File: src/rtl/ps2_rx_frame.sv
// PS/2 device-to-host byte receiver: synchronises PS2_CLK/PS2_DAT, deframes 11-bit frames.
// Optional PS2_RX_DEGLITCH_EN adds a stable-sample filter on the synced PS2_CLK.
module ps2_rx_frame #(
   parameter int TIMEOUT_CYCLES  = 100000
`ifdef PS2_RX_DEGLITCH_EN
   ,
   parameter int DEGLITCH_CYCLES = 8
`endif
) (
   input  logic       CLOCK,
   input  logic       reset,
   input  logic       PS2_CLK,
   input  logic       PS2_DAT,
   output logic [7:0] received_data,
   output logic       received_data_en,
   output logic       parity_error,
   output logic       frame_error,
   output logic       busy
);

   localparam int TW = (TIMEOUT_CYCLES > 1) ? $clog2(TIMEOUT_CYCLES) : 1;
   localparam logic [TW-1:0] TO_LAST = TW'(TIMEOUT_CYCLES - 1);

   localparam logic [1:0] IDLE   = 2'd0;
   localparam logic [1:0] DATA   = 2'd1;
   localparam logic [1:0] PARITY = 2'd2;
   localparam logic [1:0] STOP   = 2'd3;

   logic          ps2_clk_p0, ps2_clk_p1;
   logic          ps2_dat_p0, ps2_dat_p1;
   logic          clk_lvl;
   logic          clk_prev;
   logic          fall;
   logic [1:0]    state;
   logic [2:0]    bit_cnt;
   logic [7:0]    shift;
   logic          par_ok;
   logic [TW-1:0] to_cnt;

   function automatic logic odd_parity_ok(input logic [7:0] d, input logic p);
      return ^{d, p};
   endfunction

   // Stage p0/p1: two-flop synchronisers, idle-high
   always_ff @(posedge CLOCK or posedge reset) begin
      if (reset) begin
         ps2_clk_p0 <= 1'b1;
         ps2_clk_p1 <= 1'b1;
         ps2_dat_p0 <= 1'b1;
         ps2_dat_p1 <= 1'b1;
      end else begin
         ps2_clk_p0 <= PS2_CLK;
         ps2_clk_p1 <= ps2_clk_p0;
         ps2_dat_p0 <= PS2_DAT;
         ps2_dat_p1 <= ps2_dat_p0;
      end
   end

`ifdef PS2_RX_DEGLITCH_EN
   localparam int DW = $clog2(DEGLITCH_CYCLES + 1);
   logic [DW-1:0] dg_cnt;
   logic          clk_filt;

   // Filtered level follows the synced clock only after a full run of differing samples
   always_ff @(posedge CLOCK or posedge reset) begin
      if (reset) begin
         clk_filt <= 1'b1;
         dg_cnt   <= '0;
      end else if (ps2_clk_p1 == clk_filt) begin
         dg_cnt <= '0;
      end else if (dg_cnt == DW'(DEGLITCH_CYCLES - 1)) begin
         clk_filt <= ps2_clk_p1;
         dg_cnt   <= '0;
      end else begin
         dg_cnt <= dg_cnt + 1'b1;
      end
   end

   assign clk_lvl = clk_filt;
`else
   assign clk_lvl = ps2_clk_p1;
`endif

   assign fall = clk_prev & ~clk_lvl;
   assign busy = (state != IDLE);

   // Stage p2: frame state machine, timeout and registered output pulses
   always_ff @(posedge CLOCK or posedge reset) begin
      if (reset) begin
         clk_prev         <= 1'b1;
         state            <= IDLE;
         bit_cnt          <= 3'd0;
         shift            <= 8'd0;
         par_ok           <= 1'b0;
         to_cnt           <= '0;
         received_data    <= 8'd0;
         received_data_en <= 1'b0;
         parity_error     <= 1'b0;
         frame_error      <= 1'b0;
      end else begin
         clk_prev         <= clk_lvl;
         received_data_en <= 1'b0;
         parity_error     <= 1'b0;
         frame_error      <= 1'b0;
         if (fall) begin
            // An edge always wins over a coincident timeout expiry
            to_cnt <= '0;
            case (state)
               IDLE: begin
                  if (!ps2_dat_p1) begin
                     state   <= DATA;
                     bit_cnt <= 3'd0;
                  end
               end
               DATA: begin
                  shift <= {ps2_dat_p1, shift[7:1]};
                  if (bit_cnt == 3'd7) state <= PARITY;
                  else bit_cnt <= bit_cnt + 3'd1;
               end
               PARITY: begin
                  par_ok <= odd_parity_ok(shift, ps2_dat_p1);
                  state  <= STOP;
               end
               default: begin
                  if (!ps2_dat_p1) begin
                     frame_error <= 1'b1;
                  end else if (par_ok) begin
                     received_data    <= shift;
                     received_data_en <= 1'b1;
                  end else begin
                     parity_error <= 1'b1;
                  end
                  state <= IDLE;
               end
            endcase
         end else if (state == IDLE) begin
            to_cnt <= '0;
         end else if (to_cnt == TO_LAST) begin
            frame_error <= 1'b1;
            state       <= IDLE;
            to_cnt      <= '0;
         end else begin
            to_cnt <= to_cnt + 1'b1;
         end
      end
   end

endmodule
File: config.mk
export PLATFORM = sky130hd
export DESIGN_NAME = ps2_rx_frame
export DESIGN_NICKNAME = d
export VERILOG_FILES = /design/src/rtl/ps2_rx_frame.sv
export SDC_FILE = /design/constraint.sdc
export NUM_CORES = 1
export LEC_CHECK = 0
export CORE_MARGIN = 3
export CORE_UTILIZATION = 57
export DETAILED_ROUTE_END_ITERATION = 10
export PLACE_DENSITY = 0.75
export REMOVE_ABC_BUFFERS = 1
export SLEW_MARGIN = 10
export SYNTH_ARGS = -nofsm -noshare
export SYNTH_HDL_FRONTEND = slang
export SYNTH_SLANG_ARGS = --single-unit
File: constraint.sdc
create_clock -name CLOCK -period 2.7 [get_ports CLOCK]
set_clock_uncertainty 0.05 [all_clocks]
set_input_delay 0.54 -clock CLOCK [delete_from_list [all_inputs] [get_ports CLOCK]]
set_output_delay 0.54 -clock CLOCK [all_outputs]
set_load 0.02 [all_outputs]
## After elaboration in Yosys (flattened, before gate mapping)

Index checks and enable logic that the tools add are counted.

| word-level totals | value |
|---|---|
| bits in registers | 47 |
| logic and storage cells | 63 |
| input port bits | 4 |

| cells by class | value |
|---|---|
| equality and inequality tests | 8 |
| reduce and logical (&&, ||, !) cells | 11 |
| multiplexer cells | 25 |
| $add $sub $neg | 2 |
| bitwise logic cells | 3 |

Operator list:

| kind | number |
|---|---|
| 17-bit two-way mux | 3 |
| 17-bit by 1-bit adder with 17-bit output, second input constant | 1 |
| 17-bit equality test, second input constant | 1 |
| 1-bit two-way mux | 13 |
| 4-bit AND reduction | 3 |
| 2-bit two-way mux | 5 |
| 9-bit parity | 1 |
| 3-bit two-way mux | 2 |
| 2-bit != test, second input constant | 3 |
| 2-bit one-hot mux with 3 select lines | 1 |
| 3-bit one-hot mux with 2 select lines | 1 |
| 2-bit nonzero test | 3 |
| 2-bit AND reduction | 2 |
| 3-bit by 1-bit adder with 3-bit output, second input constant | 1 |
| 3-bit equality test, second input constant | 1 |
| 3-bit != test, second input constant | 1 |
| 3-bit OR reduction | 1 |
| 2-bit by 1-bit equality test with 1-bit output, second input constant | 1 |
| 2-bit equality test, second input constant | 1 |
| 2-bit logical NOT | 1 |
| 1-bit inverter | 2 |
| 1-bit AND | 1 |

## Depth between registers and ports, before layout

| depth | value |
|---|---|
| word-level depth | 4 |
| gate-level depth with buffers | 7 |

## Worst setup path after synthesis

OpenSTA, ideal clock, no wires.

| timing | value |
|---|---|
| kind | reg-to-reg |
| from | register to_cnt[0] |
| to | register to_cnt[10] |
| buffers on the path | 2 |
| setup time | 71 ps |
| stages on the path, launching flop included | 8 |
| arrival | 1805 ps |
| path slack | 774 ps |
| cell sequence | dfrtp_1 ha_1 and4_1 and4_1 or3_2 buf_6 buf_2 nor2_1 |

| between the ends | value |
|---|---|
| longest elaborated chain between the ends | 4 |
| elaborated cells on any way between the ends | 5 |
| those cells by class | add/sub: 1; eq/ne: 1; mux: 3 |

Ends and longest elaborated chain:

| element | line | source |
|---|---|---|
| start, declared | 38 | `logic [TW-1:0] to_cnt;` |
| start signal, assigned | 143 | `to_cnt <= to_cnt + 1'b1;` |
| 17-bit by 1-bit adder with 17-bit output / 17-bit equality test (equally long branches) | 143, 138 |  |
| 17-bit two-way mux (*) | 138 | `end else if (to_cnt == TO_LAST) begin` |
| 17-bit two-way mux (*) | 136 | `end else if (state == IDLE) begin` |
| 17-bit two-way mux (*) | 105 | `if (fall) begin` |

Mark *: on every way between the ends. The rest lies on a longest branch, timed or not.
A chain may end at the register's enable or synchronous reset.

## Final worst setup path

| timing | value |
|---|---|
| from | register state[0] |
| to | output port busy |

| between the ends | value |
|---|---|
| longest elaborated chain between the ends | 1 |

Ends and longest elaborated chain:

| element | line | source |
|---|---|---|
| start, declared | 34 | `logic [1:0] state;` |
| start signal, assigned | 91 | `state <= IDLE;` |
| start signal, assigned | 111 | `state <= DATA;` |
| start signal, assigned | 117 | `if (bit_cnt == 3'd7) state <= PARITY;` |
| 2-bit nonzero test | 85 | `assign busy = (state != IDLE);` |
| end, declared | 18 | `output logic busy` |

No other way between the ends.

==> results.sh <==
export IMPL_status="completed"
export IMPL_synth_avg_cell_area_um2=11.58
export IMPL_die_x_um=67.96
export IMPL_crit_path_start="state[0]"
export IMPL_hold_viol=0
export IMPL_hpwlAfterDp_um=2614
export IMPL_cts_resized=0
export IMPL_io_pins=16
export IMPL_grt_ovfl_total=0
export IMPL_tightest_slew_ns=0.4907
export IMPL_initial_core_util_pct=62.15
export IMPL_grt_pass1_wl_um=6396
export IMPL_rsz0062_at_grt="no"
export IMPL_grt_max_degree=28
export IMPL_crit_arrival_ns=1.79
export IMPL_place_gp_congestion=0.8118
export IMPL_maxSlewViolCount=0
export IMPL_p_total_mw=1.953
export IMPL_clock_path_buffers=2
export IMPL_n_antenna_cell=0
export IMPL_area_growth_pct=14.29
export IMPL_max_slew_margin_pct=67.19
export IMPL_min_period_over_period_pct=88.18
export IMPL_drv_cap=0
export IMPL_post_cts_buffers=0
export IMPL_root_buffer="clkbuf_8"
export IMPL_die_y_um=67.96
export IMPL_hold_class="flop to flop"
export IMPL_ir_worst_vdd_mv=0.4717
export IMPL_drc=0
export IMPL_hold_start="ps2_dat_p0"
export IMPL_path_common_cell="inv_1"
export IMPL_htreeDepth=2
export IMPL_synth_warnings=0
export IMPL_end_kind="output pin"
export IMPL_power_density_mw_per_mm2=781.0
export IMPL_cts_sinks=47
export IMPL_crit_path_top_delay_cell="clkdlybuf4s50_1"
export IMPL_ff_latch_area_mm2=0.001182
export IMPL_cts_tree="done"
export IMPL_gr_usage_all_layers_pct=18.60
export IMPL_vias=1432
export IMPL_ys_ff_latch=47
export IMPL_post_route_min_period_ns=2.381
export IMPL_fillers=262
export IMPL_cts_hold_buf=0
export IMPL_coreArea_mm2=0.003521
export IMPL_worstPathRequired_ns=2.11
export IMPL_critPathLaunchType="flop"
export IMPL_hold_slack_ns=0.3096
export IMPL_setup_viol=0
export IMPL_wl_per_cell_um=13.93
export IMPL_netlist_instances=189
export IMPL_wirelength_um=3553
export IMPL_setup_tns_ns=0
export IMPL_grt_pass1_vias=1458
export IMPL_slowest_delay_ns=0.61
export IMPL_synthDistinctLibCells=39
export IMPL_first_pass_iters=4
export IMPL_io_buffers=15
export IMPL_ys_seq_area_share_pct=54.03
export IMPL_worstSetupPathType="flop to output pin"
export IMPL_r2r_start="to_cnt[0]"
export IMPL_place_area_mm2=0.002386
export IMPL_path_max_fanout=6
export IMPL_cp_cell_sequence="inv_1 > ha_1 > inv_1 > clkdlybuf4s50_1"
export IMPL_antenna_found_initial=0
export IMPL_cts_buffers=5
export IMPL_multi_input_area_um2=943.4
export IMPL_clock_latency_ns=0.30
export IMPL_rows=21
export IMPL_nets=220
export IMPL_p_leak_nw=1.116
export IMPL_clkTransAtPathRegs_ns=0.08
export IMPL_final_layout_size_suffix_gt1_share_pct=16.75
export IMPL_clock_fmax_mhz=420.0
export IMPL_ant_nets=0
export IMPL_die_area_mm2=0.004619
export IMPL_viasPerCell=5.616
export IMPL_syn_area_mm2=0.002188
export IMPL_fin_area_mm2=0.002501
export IMPL_drtIter0Drc=84
==> power breakdown <==
group	switching, mW	total (mW)	leakage (nW)	internal [mW]
clock network	0.237	0.515	0.0548	0.279
logic	0.266	0.527	0.435	0.261
registers	0.102	0.911	0.626	0.809
==> critical path: cells and delay by family (launching register included) <==
kind / cells / cell delay, ns
DFF: 1 / 0.41
buffers and inverters: 3 / 0.81
adders and majority gates: 1 / 0.27
==> kinds of logic (layout without fill, tap and decap cells) <==
group | count (synthesis) | in the layout | synth area share (%)
AO/OA/AOI/OAI | 14 | 14 | 4.346
AND/OR/NAND/NOR | 70 | 70 | 17.32
buffers and inverters | 14 | 34 | 2.858
multiplexers | 16 | 16 | 8.233
XOR/XNOR | 20 | 20 | 8.633
flip-flops | 47 | 47 | 54.03
adder cells (fa/ha/maj) | 8 | 8 | 4.574
==> cell usage in the layout, fill, tap and decap left out, types with 5 or more instances in the layout <==
| master | n |
|---|---|
| ha_1 | 8 |
| xor2_1 | 6 |
| nand2_1 | 17 |
| dfrtp_1 | 42 |
| nand3_1 | 7 |
| inv_1 | 7 |
| dfstp_2 | 5 |
| xnor2_1 | 13 |
| mux2_2 | 16 |
| clkdlybuf4s50_1 | 15 |
| clkbuf_8 | 5 |
| nor2_1 | 18 |
==> synthesized netlist by cell type, drive strengths merged <==
library cell  count  area (um^2)
a21oi             2        10.01
a22o              1        8.760
and4              2        17.52
buf               2        16.26
clkbuf            4        16.26
dfrtp            42         1051
dfstp             5        131.4
ha                8        100.1
inv               8        30.03
mux2             16        180.2
nand2            17        63.81
nand2b            1        6.260
nand3             8        45.04
nand3b            3        22.52
nand4             5        46.29
nor2             18        67.56
nor2b             1        6.260
nor3              4        20.02
nor3b             1        7.510
nor4              3        18.77
nor4b             1        8.760
nor4bb            2        20.02
o2111ai           1        8.760
o211ai            1        7.510
o21a              1        7.510
o21ai             4        20.02
o22a              1        8.760
o31ai             2        15.01
o32ai             1        8.760
or3               2        13.77
or4               2        15.01
xnor2            13        113.9
xnor3             1        22.52
xor2              6        52.55
==> sequential cells by signal, indices dropped and copies added (netlist names), 2 cells and up <==
name / cells
to_cnt: 17
state: 2
received_data: 8
shift: 8
bit_cnt: 3
==> final cells by class <==
class                           instances  share of cell area, %
Sequential cell                        47                  47.27
Multi-Input combinational cell        128                  37.72
Timing Repair Buffer                   18                  6.903
Clock buffer                            5                  2.751
Tap cell                               46                  2.301
Clock inverter                          3                  1.851
Inverter                                8                  1.201
==> path summary, 6_finish.rpt <==
| kind | endpoint | slack [ns] | cells after the start |
|---|---|---|---|
| max reg2reg | to_cnt[13] | 0.69 | 5 |
| min reg2reg | ps2_dat_p1 | 0.31 | 0 |
| min in group asynchronous | bit_cnt[2] | 0.38 | 2 |
| min | ps2_dat_p1 | 0.31 | 0 |
| max | busy | 0.32 | 4 |
| max in group asynchronous | clk_lvl | 1.61 | 3 |
==> per-stage QoR <==
| stage | util [%] | cells | worst slack (ns) |
|---|---|---|---|
| 6_report | 71.04 | 255 | 0.3192 |
| 5_1_grt | 71.04 | 255 | 0.2253 |
| 4_1_cts | 71.04 | 255 | 0.3063 |
| 3_5_place_dp | 67.77 | 247 | 0.6523 |
| 3_3_place_gp | 67.77 | 247 | 0.6985 |
| 2_1_floorplan | - | 183 | 0.8720 |
==> per-layer routing <==
| layer | global-route usage, % | part of all wire [%] | wire length, um | vias to the layer above |
|---|---|---|---|---|
| met5 | 0 | 0 | 0 | - |
| li1 | - | - | - | 692 |
| met4 | 6.452 | 1.5 | 55 | 0 |
| met3 | 4.926 | 4.7 | 167 | 6 |
| met1 | 22.22 | 44 | 1546 | 696 |
| met2 | 32.25 | 50 | 1783 | 38 |
Note: power is estimated with default switching activity, not from simulation.
==> variant 1, RTL diff (config.mk and constraints unchanged) <==
Put one more register stage on the output `parity_error`. The value now appears one clock later. The other outputs are not delayed to match.
--- a/src/rtl/ps2_rx_frame.sv
+++ b/src/rtl/ps2_rx_frame.sv
@@ -25,6 +25,8 @@
    localparam logic [1:0] DATA   = 2'd1;
    localparam logic [1:0] PARITY = 2'd2;
    localparam logic [1:0] STOP   = 2'd3;
+
+   logic parity_error_s0;
 
    logic          ps2_clk_p0, ps2_clk_p1;
    logic          ps2_dat_p0, ps2_dat_p1;
@@ -95,12 +97,12 @@
          to_cnt           <= '0;
          received_data    <= 8'd0;
          received_data_en <= 1'b0;
-         parity_error     <= 1'b0;
+         parity_error_s0  <= 1'b0;
          frame_error      <= 1'b0;
       end else begin
          clk_prev         <= clk_lvl;
          received_data_en <= 1'b0;
-         parity_error     <= 1'b0;
+         parity_error_s0  <= 1'b0;
          frame_error      <= 1'b0;
          if (fall) begin
             // An edge always wins over a coincident timeout expiry
@@ -128,7 +130,7 @@
                      received_data    <= shift;
                      received_data_en <= 1'b1;
                   end else begin
-                     parity_error <= 1'b1;
+                     parity_error_s0 <= 1'b1;
                   end
                   state <= IDLE;
                end
@@ -145,4 +147,8 @@
       end
    end
 
+   always_ff @(posedge CLOCK) begin
+      parity_error <= parity_error_s0;
+   end
+
 endmodule
Check against the original RTL: same outputs for any inputs over 10 cycles, from zero or initial values and one cycle with reset high; that may be too few to reach the edited logic, so the function may still have changed.
==> variant 1 against the original RTL <==
Non-clock buffer count down 1. Design area unchanged. Area after synthesis up 0.91%. Worst setup slack better by 2.6 ps. Synthesized cell count up 0.53%. Sequential cell count up 1. Routed wire length up 4.5%. Power down 4.3%. Critical path type unchanged. Largest cell class unchanged. Highest routed layer unchanged.
==> variant 1: results (changes against the original RTL) <==
global routing usage on met1: 0.239 (was 0.222)
Avg WL per Cell: 14.6 um (was 13.9 um)
net load switching power: 575 uW (was 604 uW)
Post-Synthesis Cells: 190 (was 189)
Yosys cell types: 40 (was 39)
worst slack, placed: 643 ps (was 652 ps)
insertion delay of the later-clocked pin in the worst-skew pair: 290 ps
placement-stage cell area: 0.00241 mm^2 (was 0.00239 mm^2)
routed vias: 1439 (was 1432)
synthesis warning total: 0 (unchanged)
met3 global-route usage: 0.0542 (was 0.0493)
Clk. pwr: 420 uW (was 515 uW)
part of the total power dissipated in combinational logic: 0.279 (was 0.270)
met2 Use GR: 0.319 (was 0.323)
power drawn by the combinational cells: 521 uW (was 527 uW)
post-detailed-placement half-perimeter wirelength: 2.71 mm (was 2.61 mm)
total routing usage reported by global routing: 0.190 (was 0.186)
part of the Yosys area used for sequential elements: 0.544 (was 0.540)
ranking of synthesized cells by area: sky130_fd_sc_hd__dfrtp_1 (48%), sky130_fd_sc_hd__mux2_2 (8.2%), sky130_fd_sc_hd__dfstp_2 (5.9%), sky130_fd_sc_hd__xnor2_1 (5.2%), sky130_fd_sc_hd__ha_1 (4.5%) (was sky130_fd_sc_hd__dfrtp_1 (48%), sky130_fd_sc_hd__mux2_2 (8.2%), sky130_fd_sc_hd__dfstp_2 (6.0%), sky130_fd_sc_hd__xnor2_1 (5.2%), sky130_fd_sc_hd__ha_1 (4.6%))
worst vdd rail ir drop: 0.466 mV (was 0.472 mV)
static leakage: 1.11 nW (was 1.12 nW)
pin count of the biggest net entering global routing: 25 (was 28)
layout cell share with drive strength beyond 1: 0.153 (was 0.167)
drt pass-1 iters: 4 (unchanged)
xor-xnor portion of the synthesized cell area: 0.0856 (was 0.0863)
final RePlAce weighted congestion: 0.836 (was 0.812)
fraction of the mapped netlist area in adder cells: 0.0453 (was 0.0457)
global-route wire length before repair: 6.47 mm (was 6.40 mm)
count of inserted antenna diode cells: 0 (unchanged)
share of synthesized area spent on multiplexers: 0.0816 (was 0.0823)
violation count after the first detailed-route iteration: 106 (was 84)
vias in the first global route: 1391 (was 1458)
TritonCTS Buffers: 5 (unchanged)
Slew @ Worst Pin: 850 ps (was 491 ps)
Compound-Gate Fraction of Synth Area: 0.0431 (was 0.0435)
run status: finished clean (unchanged)
post-layout instance count excluding filler cells: 255 (unchanged)
share of synthesized registers carrying an async set or reset: 0.979 (was 1.00)
variant 1: worst paths after layout:
kind / cells after the start / to / slack (ps) / from
max: 4 / busy / 320 / state[0]
min: 0 / clk_lvl / 310 / ps2_clk_p0
max reg2reg: 6 / state[1] / 700 / state[1]
min reg2reg: 0 / clk_lvl / 310 / ps2_clk_p0
max in group asynchronous: 3 / ps2_clk_p0 / 1410 / reset
min in group asynchronous: 2 / received_data[1] / 570 / reset
variant 1: worst max-delay path, delay by kind of cell, from the launching register on:
family,cells,cell delay [ps]
adder cells (fa/ha/maj),1,270
buffers and inverters,3,830
flip-flops,1,400
variant 1: layer usage:
metal / vias to the layer above / share of wire
met5: - / 0
met4: 0 / 0.0086
met3: 6 / 0.045
met2: 40 / 0.50
met1: 701 / 0.44
li1: 692 / -
variant 1: area by class of cell:
cell class / count / area, um^2
tap: 46 / 57.6
timing repair buffer: 17 / 178
clock buffer: 8 / 90.1
inverter: 8 / 30.0
fill: 247 / 1020
multi-input combinational: 128 / 943
sequential: 48 / 1200
==> variant 2, RTL diff (config.mk and constraints unchanged) <==
Without the edit above. Build with the macro `PS2_RX_DEGLITCH_EN` defined.
--- a/src/rtl/ps2_rx_frame.sv
+++ b/src/rtl/ps2_rx_frame.sv
@@ -1,5 +1,7 @@
 // PS/2 device-to-host byte receiver: synchronises PS2_CLK/PS2_DAT, deframes 11-bit frames.
 // Optional PS2_RX_DEGLITCH_EN adds a stable-sample filter on the synced PS2_CLK.
+`define PS2_RX_DEGLITCH_EN
+
 module ps2_rx_frame #(
    parameter int TIMEOUT_CYCLES  = 100000
 `ifdef PS2_RX_DEGLITCH_EN
Formal check against the unedited RTL: not equivalent (a bounded check fails within 4 cycles, from zero or initial values and one cycle with reset high).
==> variant 2 against the original RTL <==
Worst setup slack worse by 64 ps. Via count increased by 7.5%. Worst hold slack improved by 10 ps. Die area grew 8.9%. Sequential cell count up 5. Core utilization is 0.91 points lower. First-iteration DRC count is 20% lower. Routed wire length is 16% higher. Area after synthesis is 9.8% higher. Design area up 8.1%.
Power is not compared: it rests on default switching activity, and its combinational part moved more than twofold at a synthesized area within 25%.
==> variant 2: results (changes against the original RTL) <==
xor-xnor portion of the synthesized cell area: 0.0859 (was 0.0863)
worst hold path endpoint: ps2_clk_p1 (was ps2_dat_p1)
part of the Yosys area used for sequential elements: 0.545 (was 0.540)
met2 Use GR: 0.296 (was 0.323)
pin count of the biggest net entering global routing: 25 (was 28)
layout cell share with drive strength beyond 1: 0.174 (was 0.167)
Worst Path Arrival: 1850 ps (was 1790 ps)
total routing usage reported by global routing: 0.184 (was 0.186)
placement-stage cell area: 0.00261 mm^2 (was 0.00239 mm^2)
minimum setup slack in the final design: 256 ps (was 319 ps)
Nets: 242 (was 220)
startpoint of the most critical hold path: ps2_clk_p0 (was ps2_dat_p0)
global-route wire length before repair: 7.29 mm (was 6.40 mm)
final RePlAce weighted congestion: 0.793 (was 0.812)
Yosys cell types: 37 (was 39)
met3 global-route usage: 0.0554 (was 0.0493)
worst slew margin relative to its limit: 0.636 (was 0.672)
routed vias: 1539 (was 1432)
launch point of the worst reg-to-reg path: to_cnt[5] (was to_cnt[0])
global routing usage on met1: 0.240 (was 0.222)
worst reg2reg path endpoint: to_cnt[4] (was to_cnt[13])
Pwr Density: 588 mW/mm^2
top cells by instance count after synthesis: sky130_fd_sc_hd__dfrtp_1 (46), sky130_fd_sc_hd__nor2_1 (23), sky130_fd_sc_hd__mux2_2 (17), sky130_fd_sc_hd__nand2_1 (17), sky130_fd_sc_hd__xnor2_1 (17) (was sky130_fd_sc_hd__dfrtp_1 (42), sky130_fd_sc_hd__nor2_1 (18), sky130_fd_sc_hd__nand2_1 (17))
post-layout instance count excluding filler cells: 278 (was 255)
share of synthesized area spent on multiplexers: 0.0796 (was 0.0823)
Compound-Gate Fraction of Synth Area: 0.0416 (was 0.0435)
slack of the worst reg-to-reg path: 500 ps (was 690 ps)
ranking of synthesized cells by area: sky130_fd_sc_hd__dfrtp_1 (48%), sky130_fd_sc_hd__mux2_2 (8.0%), sky130_fd_sc_hd__dfstp_2 (6.6%), sky130_fd_sc_hd__xnor2_1 (6.2%), sky130_fd_sc_hd__ha_1 (4.7%) (was sky130_fd_sc_hd__dfrtp_1 (48%), sky130_fd_sc_hd__mux2_2 (8.2%), sky130_fd_sc_hd__dfstp_2 (6.0%), sky130_fd_sc_hd__xnor2_1 (5.2%), sky130_fd_sc_hd__ha_1 (4.6%))
Post-Syn Area per Cell: 11.6 um^2 (about the same)
vias in the first global route: 1565 (was 1458)
worst slack on hold paths: 320 ps (was 310 ps)
total placed cells including tap cells: 270 (was 247)
run status: finished clean (unchanged)
worst slack, placed: 486 ps (was 652 ps)
## variant 2: changes by cell type after synthesis, sizes merged, moves of 2 or more
cell	before	now
nor3	4	6
xor2	6	4
dfrtp	42	46
or4bb	0	2
nand3	8	10
xnor2	13	17
and4	2	0
nor2	18	23
nor4bb	2	0
## variant 2: cell type report
cell class                 count  area (um^2)
timing repair buffer          20          188
multi-input combinational    141         1020
clock buffer                   5         68.8
tap                           48         60.1
inverter                       9         33.8
clock inverter                 3         21.3
fill                         274         1150
sequential                    52         1310
## variant 2: power by group
group	total, mW	switching [mW]	leakage, nW	internal, mW
Sequential	0.888	0.0495	0.703	0.839
Clock	0.444	0.260	0.0445	0.184
Combinational	0.258	0.148	0.453	0.110
Total	1.59	0.457	1.20	1.13
## variant 2: layer usage
metal  up-vias  share of wire
met5         -              0
met3         8          0.044
met1       747           0.45
li1        755              -
met2        29           0.49
met4         0          0.016
